[config.mk]
export PLATFORM = sky130hd
export DESIGN_NAME = core_sequencer
export DESIGN_NICKNAME = d
export VERILOG_FILES = /design/src/rtl/core_sequencer.sv
export SDC_FILE = /design/constraint.sdc
export NUM_CORES = 1
export LEC_CHECK = 0
export ABC_AREA = 1
export ABC_CLOCK_PERIOD_IN_PS = 1500
export CAP_MARGIN = 10
export CORE_ASPECT_RATIO = 0.8
export CORE_MARGIN = 5
export CORE_UTILIZATION = 35
export CTS_CLUSTER_DIAMETER = 120
export CTS_CLUSTER_SIZE = 16
export DETAILED_ROUTE_END_ITERATION = 8
export PLACE_DENSITY = 0.8
export RECOVER_POWER = 50
export SYNTH_ARGS = -nofsm -noshare
export SYNTH_HDL_FRONTEND = slang
export SYNTH_SLANG_ARGS = --single-unit
[constraint.sdc]
create_clock -name clk -period 1.5 [get_ports clk]
set_input_delay 0.3 -clock clk [delete_from_list [all_inputs] [get_ports clk]]
set_output_delay 0.3 -clock clk [all_outputs]
set_load 0.1 [all_outputs]
[src/rtl/core_sequencer.sv]
// Multi-cycle fetch/decode/execute/mem/writeback sequencer with prioritised trap entry.
// Optional 64-bit retired-instruction counter enabled by defining INSTRET_COUNTER_EN.
module core_sequencer #(
   parameter int unsigned MEM_TIMEOUT = 255,
   parameter int unsigned CNT_W       = 8
) (
   input  logic        clk,
   input  logic        resetb,
   output logic        im_req,
   input  logic        im_ready,
   output logic        ir_we,
   input  logic [3:0]  dec_dm_be,
   input  logic        dec_dm_we,
   input  logic        dec_regwrite,
   input  logic        dec_csr_wr,
   input  logic        dec_redirect,
   input  logic        dec_mret,
   input  logic        dec_exc_unsupported,
   input  logic        dec_exc_illegal,
   input  logic        dec_exc_inst_misaligned,
   input  logic        dec_exc_mem_misaligned,
   output logic        dm_req,
   output logic        dm_we,
   input  logic        dm_ready,
   output logic        rf_we,
   output logic        csr_we,
   output logic        pc_we,
   output logic [1:0]  pc_sel,
   output logic        trap_enter,
   output logic [3:0]  trap_cause,
   output logic        instr_retired,
   output logic [63:0] instret,
   output logic [2:0]  state
);

   typedef enum logic [2:0] {
      S_RESET     = 3'd0,
      S_FETCH     = 3'd1,
      S_DECODE    = 3'd2,
      S_EXECUTE   = 3'd3,
      S_MEM       = 3'd4,
      S_WRITEBACK = 3'd5,
      S_TRAP      = 3'd6
   } state_t;

   localparam logic [CNT_W-1:0] TIMEOUT_VAL = CNT_W'(MEM_TIMEOUT);

   state_t           state_q, state_d;
   logic [CNT_W-1:0] cnt_q, cnt_d, cnt_inc;
   logic [3:0]       cause_q, cause_d;
   logic             timeout;

   always_ff @(posedge clk) begin
      if (!resetb) begin
         state_q <= S_RESET;
         cnt_q   <= '0;
         cause_q <= '0;
      end else begin
         state_q <= state_d;
         cnt_q   <= cnt_d;
         cause_q <= cause_d;
      end
   end

   assign cnt_inc = (cnt_q == '1) ? cnt_q : cnt_q + 1'b1;
   assign timeout = (MEM_TIMEOUT != 0) && (cnt_q == TIMEOUT_VAL);

   // Counter defaults to zero outside the two wait states, which clears it on entry to either.
   always_comb begin
      state_d       = state_q;
      cnt_d         = '0;
      cause_d       = cause_q;
      im_req        = 1'b0;
      ir_we         = 1'b0;
      dm_req        = 1'b0;
      dm_we         = 1'b0;
      rf_we         = 1'b0;
      csr_we        = 1'b0;
      pc_we         = 1'b0;
      pc_sel        = 2'd0;
      trap_enter    = 1'b0;
      trap_cause    = 4'd0;
      instr_retired = 1'b0;
      case (state_q)
         S_RESET: state_d = S_FETCH;
         S_FETCH: begin
            im_req = 1'b1;
            if (im_ready) begin
               ir_we   = 1'b1;
               state_d = S_DECODE;
            end else if (timeout) begin
               cause_d = 4'd1;
               state_d = S_TRAP;
            end else begin
               cnt_d = cnt_inc;
            end
         end
         S_DECODE: begin
            if (dec_exc_inst_misaligned) begin
               cause_d = 4'd0;
               state_d = S_TRAP;
            end else if (dec_exc_illegal || dec_exc_unsupported) begin
               cause_d = 4'd2;
               state_d = S_TRAP;
            end else if (dec_exc_mem_misaligned) begin
               cause_d = dec_dm_we ? 4'd6 : 4'd4;
               state_d = S_TRAP;
            end else begin
               state_d = S_EXECUTE;
            end
         end
         S_EXECUTE: state_d = (dec_dm_be != '0) ? S_MEM : S_WRITEBACK;
         S_MEM: begin
            dm_req = 1'b1;
            dm_we  = dec_dm_we;
            if (dm_ready) begin
               state_d = S_WRITEBACK;
            end else if (timeout) begin
               cause_d = dec_dm_we ? 4'd7 : 4'd5;
               state_d = S_TRAP;
            end else begin
               cnt_d = cnt_inc;
            end
         end
         S_WRITEBACK: begin
            rf_we         = dec_regwrite & ~dec_dm_we;
            csr_we        = dec_csr_wr;
            pc_we         = 1'b1;
            pc_sel        = dec_mret ? 2'd3 : (dec_redirect ? 2'd1 : 2'd0);
            instr_retired = 1'b1;
            state_d       = S_FETCH;
         end
         S_TRAP: begin
            trap_enter = 1'b1;
            trap_cause = cause_q;
            pc_we      = 1'b1;
            pc_sel     = 2'd2;
            state_d    = S_FETCH;
         end
         default: state_d = S_RESET;
      endcase
   end

   assign state = state_q;

`ifdef INSTRET_COUNTER_EN
   logic [63:0] instret_q;
   always_ff @(posedge clk) begin
      if (!resetb)            instret_q <= '0;
      else if (instr_retired) instret_q <= instret_q + 64'd1;
   end
   assign instret = instret_q;
`else
   assign instret = '0;
`endif

endmodule
# Word level (Yosys, flattened, before mapping)

Index checks and enable logic that the tools add are counted.

Flip-flop bits (word level): 15
Bits of input ports: 17
Output and inout bits: 82
Logic and storage cells: 61

Add/sub/neg operators: 1
Equality and inequality tests: 12
Muxes and demuxes: 36
Bitwise operators: 2
Reductions and logical operators: 7

Operators with widths:

| kind                                                                  | count |
|---|---|
| 4-bit 2-to-1 mux                                                      | 8 |
| 8-bit 2-to-1 mux                                                      | 3 |
| 3-bit 2-to-1 mux                                                      | 6 |
| 8-bit one-hot mux with 2 select lines                                 | 1 |
| 3-bit one-hot mux with 5 select lines                                 | 1 |
| 1-bit 2-to-1 mux                                                      | 12 |
| 4-bit one-hot mux with 3 select lines                                 | 1 |
| 3-bit equality test, second input constant                            | 3 |
| 8-bit by 1-bit adder with 8-bit output, second input constant         | 1 |
| 8-bit equality test, second input constant                            | 1 |
| 2-bit != test, second input constant                                  | 4 |
| 3-bit by 2-bit equality test with 1-bit output, second input constant | 2 |
| 2-bit 2-to-1 mux                                                      | 3 |
| 6-bit AND reduction                                                   | 1 |
| 4-bit != test, second input constant                                  | 1 |
| 2-bit one-hot mux with 2 select lines                                 | 1 |
| 4-bit nonzero test                                                    | 1 |
| 3-bit by 1-bit equality test with 1-bit output, second input constant | 1 |
| 3-bit logical NOT                                                     | 1 |
| 3-bit nonzero test                                                    | 1 |
| 3-bit OR reduction                                                    | 1 |
| 2-bit OR reduction                                                    | 1 |
| 1-bit AND                                                             | 1 |
| 1-bit logical OR                                                      | 1 |
| 1-bit NOT                                                             | 1 |

# Depth between registers and ports, before layout

Gate-level depths: netlist of run 1.

Word-level depth: 5
Depth in mapped cells: 10
Depth with buffers taken out: 10

# Least setup slack after synthesis of run 1

No wires, ideal clock.

Path type: flip-flop to output port
Start point: reg state_q[0], in the netlist state[0]
End point: out pc_sel[1]
Arrival: 2.795 ns
Slack: -1.595 ns
Stages on the path, launching flop included: 5
Path buffers: 0
Cell sequence: dfxtp_1 > nand3_1 > inv_1 > nand2_1 > nand2_1

Word-level cells in the longest chain between the ends: 2
Elaborated cells between the ends (all ways): 3
Those cells by class: eq/ne: 2; mux: 1

RTL lines:

| what                                      | RTL line | RTL |
|---|---|---|
| start: declaration                        | 48       | `state_t state_q, state_d;` |
| start signal: assignment                  | 59       | `state_q <= state_d;` |
| 3-bit equality test                       | 84       | `case (state_q)` |
| 2-bit one-hot mux with 2 select lines (*) | 84       |  |
| end: declaration                          | 28       | `output logic [1:0] pc_sel,` |

Every way passes the cells marked *; elsewhere a longest branch is shown, timed or not.

# Worst setup path in the final report of run 1

Start point: reg state_q[1], in the netlist state[1]
End point: out pc_sel[1]

Same word-level chain as after synthesis.

==> results of run 1 <==
[cells in the final DEF (no fill, tap or decap), types with 2 or more instances in the layout]
cell	count
sky130_fd_sc_hd__nand2_2	3
sky130_fd_sc_hd__nand3_2	3
sky130_fd_sc_hd__inv_4	4
sky130_fd_sc_hd__nand2_1	22
sky130_fd_sc_hd__nand2_4	4
sky130_fd_sc_hd__clkinvlp_4	2
sky130_fd_sc_hd__inv_1	17
sky130_fd_sc_hd__buf_4	12
sky130_fd_sc_hd__inv_2	4
sky130_fd_sc_hd__dfxtp_2	2
sky130_fd_sc_hd__nor2_2	7
sky130_fd_sc_hd__nand3_4	3
sky130_fd_sc_hd__conb_1	65
sky130_fd_sc_hd__clkbuf_8	4
sky130_fd_sc_hd__clkdlybuf4s50_1	15
sky130_fd_sc_hd__nor2_4	6
sky130_fd_sc_hd__dfxtp_1	9
sky130_fd_sc_hd__buf_12	17
sky130_fd_sc_hd__nor3b_2	2
sky130_fd_sc_hd__nand3_1	7
sky130_fd_sc_hd__a21oi_1	7
sky130_fd_sc_hd__nor2_1	19
sky130_fd_sc_hd__dfxtp_4	3
sky130_fd_sc_hd__o21ai_0	3
[kinds of logic (layout without fill, tap and decap cells)]
family	count (synthesis)	in the layout	synth area share (%)
AOI/OAI and AO/OA	15	15	6.47
xor gates and xnor gates	2	2	1.26
adders and majority gates	1	1	0.898
buffers and inverters	93	79	42.6
DFF	14	14	20.1
other	1	65	0.269
and+or+nand+nor	80	80	28.4
[cells in the mapped netlist (2+ instances only)]
cell type                 count
sky130_fd_sc_hd__inv_2        4
sky130_fd_sc_hd__nor3b_2      2
sky130_fd_sc_hd__nor2_1      29
sky130_fd_sc_hd__nand2_1     26
sky130_fd_sc_hd__inv_1       24
sky130_fd_sc_hd__nand2_2      4
sky130_fd_sc_hd__dfxtp_1     14
sky130_fd_sc_hd__nor2_2       2
sky130_fd_sc_hd__buf_4       65
sky130_fd_sc_hd__a21oi_1      7
sky130_fd_sc_hd__nand3_1      9
sky130_fd_sc_hd__nand3_2      3
sky130_fd_sc_hd__o21ai_0      3
[registers in the layout, summed over array words and instances, names as in the netlist]
register and count:
state 3, cause_q 3, cnt_q 8
[how the worst min path moves through the flow]
stage	from	end	depth (start not counted)
floorplan	resetb	state[0]$_SDFF_PN0_	2
global placement	cnt_q[0]$_SDFF_PN0_	cnt_q[0]$_SDFF_PN0_	1
detailed placement	cnt_q[0]$_SDFF_PN0_	cnt_q[0]$_SDFF_PN0_	1
CTS	cnt_q[0]$_SDFF_PN0_	cnt_q[0]$_SDFF_PN0_	1
global route	cnt_q[0]$_SDFF_PN0_	cnt_q[0]$_SDFF_PN0_	1
finish	cnt_q[0]$_SDFF_PN0_	cnt_q[0]$_SDFF_PN0_	1
[where the power goes]
part           total [mW]  internal [mW]  switching, mW  leakage, nW
logic                2.70          0.726           1.97        0.827
registers           0.549          0.458         0.0917        0.117
clock network       0.366          0.232          0.133       0.0288
total                3.61           1.42           2.20        0.973
[stage by stage]
step	hold slack, ps	TNS, ps	cell area, um2	cells
after global routing	467	-631	2050	311
after CTS	460	-273	1980	305
after detailed placement	448	-217	1870	298
final	446	-142	2050	311
after global placement	431	-179	1870	298
after floorplan	404	-3930	1760	270
[final cells by class]
type	count	share of cell area [%]
multi-input combinational	163	43.5
timing repair buffer	47	29.7
sequential	14	14.4
inverter	28	6.36
tap	55	3.36
clock buffer	4	2.69
[worst max-delay path, cell delays in order (launching register included)]
cell and delay [ps]:
sky130_fd_sc_hd__dfxtp_4 380, sky130_fd_sc_hd__inv_4 50, sky130_fd_sc_hd__nand3_4 100, sky130_fd_sc_hd__clkinvlp_4 150, sky130_fd_sc_hd__nand2_4 100, sky130_fd_sc_hd__nand2_8 50, sky130_fd_sc_hd__buf_12 160
[timing repair]
action | CTS | global route
endpoints found under the setup margin | 12 | 14
buffers inserted | 3 | 6
gates resized for setup | 12 | 9
pin swaps | 2 | 4
[per-layer routing]
| metal | track usage, % | vias up | part of all wire [%] | routed length, um |
|---|---|---|---|---|
| met5 | 0 | - | 0 | 0 |
| met3 | 3.00 | 2 | 11 | 335 |
| met4 | 4.43 | 0 | 0.32 | 10 |
| li1 | - | 601 | - | - |
| met1 | 11.4 | 516 | 36 | 1140 |
| met2 | 20.5 | 66 | 53 | 1680 |
==> reports/qor.yml, run 1 <==
outcome:
  outcome: "finished with violations"
  failed_checks: "negative setup slack"
global_routing:
  largest_net_degree_at_the_start_of_global_routing: 9
  grt_pass1_vias: 1091
  globalRoute.totalOverflow: 0
  grt_pass1_wl_um: 4630
  groute.usage.overall_pct: 10.9
  grt_antenna_before_repair: 0
worst_setup_path:
  crit_path_end: "pc_sel[1]"
  critical_path_endpoint_category: "output port"
  critical_path_peak_fanout: 5
  criticalPathCategory: "flip-flop to output port"
  timing.critical_path.from_type: "flip-flop"
  endpoint_of_the_worst_register_to_register_path: "cause_q[2]$_SDFFE_PN0P_"
  critical_path.startpoint: "state[1]$_SDFF_PN0_"
  worst_r2r_startpoint: "cnt_q[0]$_SDFF_PN0_"
  worst_r2r_path_depth: 10
  worst_ep_required_time_ps: 1200
  r2r_slack_ps: 130
  arrival_ps: 1240
finish:
  nets: 275
  antenna_cells_inserted: 0
  layout.core_utilization_pct: 53.5
  area_growth_pct: 47.0
  multiInputGateArea_um2: 891
  num-fill-cells: 373
  post_route_cells_drive_above_1_share_pct: 32.8
  final-seq-area_um2: 294
placement:
  preCtsSetupSlack_ps: -88.7
  place.port_buffers: 33
  detailed_place_hpwl_um: 2560
  place.gp.congestion: 0.787
clock_tree:
  tritoncts_clock_tree: "yes"
  insertion_delay_to_the_later_sink_of_the_worst_skew_pair_ps: 240
  htree_num_levels: 1
  clock_sinks: 14
  cts_root_buf: "sky130_fd_sc_hd__clkbuf_8"
  tritoncts.num_buffers: 3
  ctsLongestPathBuffers: 2
  worst_setup_hold_path_clk_slew_ps: 60
  hold_buffers: 0
sta:
  post-route-min-period_ps: 1540
  timing.final.crit_share_pct: 103
  layout_setup_ws_ps: -39.5
  achievable-frequency_mhz: 650
  rsz0062_at_grt: "true"
  timing_max_transition_violations_final: 0
  timing.final.setup_violations: 8
  final_hold_viol_count: 0
  clock-skew-final_ps: 5.49
pwr:
  p_per_area_nw_per_um2: 1770
  totalPowerFinal_mw: 3.61
  peakVddDrop_mv: 0.914
  power.static_leakage_nw: 0.973
synthesis:
  synth_sequential_area_ratio_pct: 20.1
  ys.flop_type: "sky130_fd_sc_hd__dfxtp_1"
  synthesis.instances: 206
  syn_avg_cell_area_um2: 6.76
  synth_enable_flop_cells: 0
  synth.distinct_cells: 27
  synth-async-reset-ratio_pct: 0
  netlist_area_um2: 1390
  number_of_flip_flops_and_latches_in_the_synthesized_netlist: 14
  synth_top_area_share_pct: 35.0
  yosysWarnings: 0
  post_synth_main_area_contributors: "sky130_fd_sc_hd__buf_4 (35%), sky130_fd_sc_hd__dfxtp_1 (20%), sky130_fd_sc_hd__nor2_1 (7.8%), sky130_fd_sc_hd__nand2_1 (7.0%), sky130_fd_sc_hd__inv_1 (6.5%)"
  synth_top_area_cell: "sky130_fd_sc_hd__buf_4"
detailed_routing:
  routed_wl_um: 3160
  route.vias.total: 1185
  routedWlPerCell_um: 10.2
  detail_route.vias_per_cell: 3.81
  antenna_left: 0
  detailedRoute.firstPassIterationCount: 4
  remaining_drc_errors: 0
  detail_route.iter0.violations: 28
worst_hold_path:
  min_path_type: "flip-flop to flip-flop"
flow_run:
  cap_viol_max_count: 0
floorplan:
  dieArea_um2: 5350
  die_width_um: 80.5
  die_h_um: 66.4
  num_rows: 20
  pin_count: 99
  floorplan.initialDensity_pct: 36.4
  area_of_the_placeable_core_um2: 3830
No activity file was read; power rests on OpenSTA's default activity.
==> inputs of run 2 (changes only) <==
- ABC_CLOCK_PERIOD_IN_PS: 1500 -> not set
- RECOVER_POWER: 50 -> not set
==> reports/qor.yml, run 2 (same netlist as run 1, synthesis figures left out) <==
floorplan:
  area_of_the_placeable_core_um2: 3830  # unchanged
  dieArea_um2: 5350  # unchanged
  die_h_um: 66.4  # unchanged
  num_rows: 20  # unchanged
  pin_count: 99  # unchanged
  floorplan.initialDensity_pct: 36.4  # unchanged
  die_width_um: 80.5  # unchanged
detailed_routing:
  routed_wl_um: 3160  # about the same
  remaining_drc_errors: 0  # unchanged
  detail_route.vias_per_cell: 3.81  # unchanged
  detail_route.iter0.violations: 28  # unchanged
  route.vias.total: 1185  # unchanged
  detailedRoute.firstPassIterationCount: 4  # unchanged
  routedWlPerCell_um: 10.2  # about the same
  antenna_left: 0  # unchanged
finish:
  final_cell_count_no_fill: 311  # unchanged
  antenna_cells_inserted: 0  # unchanged
  post_route_cells_drive_above_1_share_pct: 32.8  # unchanged
  final_common_cell: "sky130_fd_sc_hd__conb_1"  # unchanged
  largest_reg_flops: 8  # unchanged
  regMostFlops: "cnt_q"  # unchanged
  nets: 275  # unchanged
  most-common-layout-cells: "sky130_fd_sc_hd__conb_1 (65), sky130_fd_sc_hd__nand2_1 (22), sky130_fd_sc_hd__nor2_1 (19)"  # unchanged
  area_growth_pct: 47.9  # was 47.0%
worst_hold_path:
  hold_path_depth: 1  # unchanged
  min_path_type: "flip-flop to flip-flop"  # unchanged
  min-delay-start: "cnt_q[0]$_SDFF_PN0_"  # unchanged
  holdPathEnd: "cnt_q[0]$_SDFF_PN0_"  # unchanged
sta:
  clock-skew-final_ps: 5.49  # unchanged
  rsz0062_at_grt: "true"  # unchanged
  timing_max_transition_violations_final: 0  # unchanged
  achievable-frequency_mhz: 650  # unchanged
  layout_setup_ws_ps: -39.5  # unchanged
  finalSetupTns_ps: -142  # unchanged
  timing.final.setup_violations: 8  # unchanged
  post-route-min-period_ps: 1540  # unchanged
  final_hold_viol_count: 0  # unchanged
  hold_slack_ps: 446  # unchanged
  timing.final.crit_share_pct: 103  # unchanged
outcome:
  outcome: "finished with violations"  # unchanged
  failed_checks: "negative setup slack"  # unchanged
worst_setup_path:
  arrival_ps: 1240  # about the same
  timing.critical_path.from_type: "flip-flop"  # unchanged
  worst_ep_required_time_ps: 1200  # about the same
  worst_r2r_path_depth: 10  # unchanged
  path_delay_family: "flip-flops"  # unchanged
  worstPathCellList: "inv_4 -> nand3_4 -> clkinvlp_4 -> nand2_4 -> nand2_8 -> buf_12"  # unchanged
  critical_path_peak_fanout: 5  # unchanged
  criticalPathCategory: "flip-flop to output port"  # unchanged
  crit_slowest_cell: "sky130_fd_sc_hd__dfxtp_4"  # unchanged
  endpoint_of_the_worst_register_to_register_path: "cause_q[2]$_SDFFE_PN0P_"  # unchanged
  r2r_slack_ps: 130  # about the same
  critical_path_endpoint_category: "output port"  # unchanged
  worst-path-buf-inv: 3  # unchanged
  worst_r2r_startpoint: "cnt_q[0]$_SDFF_PN0_"  # unchanged
  highest_cell_delay_on_the_worst_timing_path_ps: 380  # about the same
clock_tree:
  clock_sinks: 14  # unchanged
  insertion_delay_to_the_later_sink_of_the_worst_skew_pair_ps: 240  # about the same
  ctsLongestPathBuffers: 2  # unchanged
  tritoncts_clock_tree: "yes"  # unchanged
  htree_num_levels: 1  # unchanged
  cts_root_buf: "sky130_fd_sc_hd__clkbuf_8"  # unchanged
  worst_setup_hold_path_clk_slew_ps: 60  # about the same
  tritoncts.num_buffers: 3  # unchanged
pwr:
  power.combinational.fraction_pct: 74.9  # was 74.7%
  power.clock.fraction_pct: 10.0  # was 10.1%
  netSwitchingPower_mw: 2.20  # about the same
  p_int_mw: 1.44  # was 1.42 mW
  p_per_area_nw_per_um2: 1770  # about the same
  seqPwrFrac_pct: 15.1  # was 15.2%
  switching_share_pct: 60.5  # was 60.8%
  peakVddDrop_mv: 0.917  # was 0.914 mV
  power.static_leakage_nw: 0.977  # was 0.973 nW
placement:
  post-place-cells: 298  # unchanged
  place.port_buffers: 33  # unchanged
  detailed_place_hpwl_um: 2560  # unchanged
  place.gp.congestion: 0.787  # unchanged
global_routing:
  grt_pass1_vias: 1091  # unchanged
  globalRoute.totalOverflow: 0  # unchanged
  grt_pass1_wl_um: 4630  # unchanged
  grt_antenna_before_repair: 0  # unchanged
  groute.usage.overall_pct: 10.9  # unchanged
  largest_net_degree_at_the_start_of_global_routing: 9  # unchanged
flow_run:
  cap_viol_max_count: 0  # unchanged
==> run 2: cell count changes in the layout (fill, tap and decap cells not counted), sizes merged <==
| cell | before | now |
|---|---|---|
| buf | 30 | 31 |
| clkbuf | 5 | 4 |
==> run 2: layer usage <==
metal / vias up / global-route usage [%] / part of all wire (%)
li1: 601 / - / -
met1: 516 / 11.4 / 36
met2: 66 / 20.5 / 53
met3: 2 / 3.00 / 11
met4: 0 / 4.43 / 0.32
met5: - / 0 / 0
==> run 2: final cells by class <==
cell class	count	area, um2
inverters	28	130
well taps	55	68.8
multi-input cells	163	891
repair buffers	47	621
flip-flops and latches	14	294
clock buffers	4	55.1
fillers	373	1770
==> run 2: repair_timing <==
action                                  in CTS  in global routing
gates resized for setup                     12                  9
pin swaps                                    2                  4
hold buffers                                 0                  0
buffers inserted                             3                  6
endpoints found under the setup margin      12                 14
==> run 2: through the flow <==
stage | power [mW] | instance area, um2 | utilization (%) | setup slack [ps]
after floorplan | 2.60 | 1760 | - | -410
after global placement | 3.02 | 1870 | 49.0 | -76.5
after detailed placement | 3.05 | 1870 | 49.0 | -88.7
after CTS | 3.51 | 1980 | 51.8 | -66.9
after global routing | 3.79 | 2060 | 53.8 | -106
final | 3.64 | 2060 | 53.8 | -39.5
==> run 2: worst reg2reg max path: cells and delay by family (launching register included) <==
family	cells	cell delay, ps
AND/OR/NAND/NOR	9	770
flip-flops	1	360
adder cells (fa/ha/maj)	1	140
==> run 2: worst max path at each step <==
stage / start / to / cells after the start
floorplan: state[1]$_SDFF_PN0_ / pc_sel[1] / 5
global placement: dec_dm_we / rf_we / 5
detailed placement: dec_dm_we / rf_we / 5
CTS: state[1]$_SDFF_PN0_ / pc_sel[1] / 6
global route: state[1]$_SDFF_PN0_ / pc_sel[1] / 6
finish: state[1]$_SDFF_PN0_ / pc_sel[1] / 6
==> run 2: power by group through the flow <==
| stage | combinational, mW | clock, mW | sequential (mW) |
|---|---|---|---|
| floorplan | 1.83 | 0 | 0.768 |
| global placement | 2.46 | 0 | 0.563 |
| detailed placement | 2.48 | 0 | 0.569 |
| CTS | 2.58 | 0.370 | 0.556 |
| global route | 2.84 | 0.391 | 0.560 |
| finish | 2.73 | 0.366 | 0.549 |
==> edit: new RTL, config.mk and constraints of run 2 <==
`MEM_TIMEOUT`: 255 -> 127.
--- a/src/rtl/core_sequencer.sv
+++ b/src/rtl/core_sequencer.sv
@@ -2,5 +2,5 @@
 // Optional 64-bit retired-instruction counter enabled by defining INSTRET_COUNTER_EN.
 module core_sequencer #(
-   parameter int unsigned MEM_TIMEOUT = 255,
+   parameter int unsigned MEM_TIMEOUT = 127,
    parameter int unsigned CNT_W       = 8
 ) (
Function: same outputs for any inputs over 10 cycles, from zero or initial values and one cycle with resetb low; that may be too few to reach the edited logic, so the function may still have changed.
==> edit against run 2 <==
The run still ends with negative setup slack left. Routed wire length increased by 12%. Worst setup slack got worse by 0.035 ns. Register-to-register slack got worse by 0.08 ns. Cell count increased by 2.3%. Cell area increased by 1.6%. Combinational power decreased by 5%. Sequential cell count unchanged. Total power decreased by 3.7%. Utilization increased by 1.6 points. Synthesized area decreased by 2.3%. Fmax decreased by 2.2%.
==> edit: results (changes against run 2) <==
Yosys cell types: 25 (-7.4%)
Area growth syn-to-layout: 53.9%
Place WS: -0.0467 ns (+0.0421 ns)
Synth Area in Compound Gates: 7.82% (+1.4 points)
Non-clock inverter count: 21 (-25%)
Reg-to-Reg End: cause_q[1]
Post-synth top flop: dfxtp_1
First-pass GRT wire length: 5320 microns (+15%)
Fraction of layout cells with a size suffix above 1: 30.8% (-2.0 points)
GRT Total Usage: 12.8% (+1.9 points)
Clock-cell share of area: 2.63% (-0.043 points)
Post-layout nets: 282 (+2.5%)
FF+latch area: 293 sq um (-0.43%)
Synth Instances: 207 (+0.49%)
RD Place Congestion: 0.847 (+7.6%)
#MultiIn Comb: 171 (+4.9%)
Biggest register: cnt_q
Number of cells on the worst reg-to-reg path: 8 (-2)
Total number of H-tree levels: 1 (unchanged)
Post-DP HPWL: 2690 microns (+5.1%)
Hold Path Stages: 2 (+1)
Setup TNS: -0.351 ns (-0.209 ns)
Signal buffers: 53 (+13%)
WP data arrival: 1.27 ns (+0.03 ns)
Starting DRT DRC Count: 57 (+100%)
Placed cell areas: 1880 sq um (+0.33%)
Worst Hold Launch: cause_q[2]
Routed wire per std cell: 11.1 microns (+9.2%)
Number of port buffers: 33 (unchanged)
Adder-cell area share of the yosys netlist: 0.920% (+0.021 points)
Final setup fails: 10 (+2)
XOR/XNOR Fraction of Synth Area: 1.29% (+0.030 points)
R2r setup slk: 0.05 ns (-0.08 ns)
DRT Wirelength: 3530 microns (+12%)
Final worst slack: -0.0747 ns (-0.0352 ns)
Number of global-route vias before repair: 1164 (+6.7%)
Failing checks: negative setup slack
Worst vdd ir: 0.000870 V (-5.2%)
Diode count: 0 (unchanged)
Multi-input gate area: 880 sq um (-1.3%)
Register area share after synthesis: 20.6% (+0.48 points)
Final clock skew: 0.00383 ns (-0.00166 ns)
NonClk Buf Share: 33.1% (+2.9 points)
Hold Slack: 0.488 ns (+0.0414 ns)
FF+latch count: 14 (unchanged)
P_leak: 0.000935 uW (-4.3%)
Reg2reg start: state[1]
Fill cells: 324 (-13%)
DR vias/cell: 3.91 (+2.7%)
Synth area leaders: buf_4 (36%), dfxtp_1 (21%), nor2_1 (9.1%)
Synth top cells by count: buf_4 (65), nor2_1 (33), nand2_1 (32)
Outcome: finished, violations left
Post-placement cell count: 304 (+2.0%)
Max reg flops: 8 (unchanged)
Hold Path End: cause_q[2]
## edit: cell count changes after synthesis, sizes merged
| cell | run 2 | this run |
|---|---|---|
| a31oi | 1 | 2 |
| inv | 28 | 21 |
| nand3 | 13 | 9 |
| o22ai | 0 | 1 |
| xnor2 | 1 | 0 |
| a41oi | 1 | 0 |
| o21ai | 5 | 6 |
| nor3b | 2 | 0 |
| xor2 | 1 | 2 |
| nand2 | 30 | 33 |
| nor2 | 32 | 35 |
| nor3 | 2 | 4 |
| nand4 | 0 | 2 |
| or2 | 0 | 2 |
## edit: repair_timing
item                                    4_1_cts  5_1_grt
gates resized for setup                      11        8
endpoints found under the setup margin       15       17
hold endpoints to repair                      0        0
setup buffers                                 8        2
pin swaps                                     0        5
## edit: kinds of logic (layout without fill, tap and decap cells)
family	Yosys count	after routing
flops	14	14
compound gates	17	17
buf+inv	86	78
xor+xnor	2	2
simple gates	86	86
other cells	1	65
fa+ha+maj	1	1
## edit: layer usage
metal | wire length (microns) | up-vias | global-route usage [%]
li1 | - | 623 | -
met1 | 1340 | 564 | 15.2
met2 | 1930 | 55 | 23.0
met3 | 249 | 2 | 3.29
met4 | 13 | 0 | 2.58
met5 | 0 | - | 0
## edit: worst max-delay path by stage
stage	startpoint	endpoint	slack (ns)
CTS	state[1]	instr_retired	-0.03
global placement	dec_dm_we	rf_we	-0.03
detailed placement	dec_dm_we	rf_we	-0.05
global route	state[1]	pc_sel[1]	-0.13
floorplan	state[1]	pc_sel[1]	-0.43
finish	state[1]	pc_sel[1]	-0.07
## edit: where the power goes
group          switching, uW  total [uW]  internal, uW
clock network            134         366           233
logic                   1860        2580           718
registers               99.8         564           464
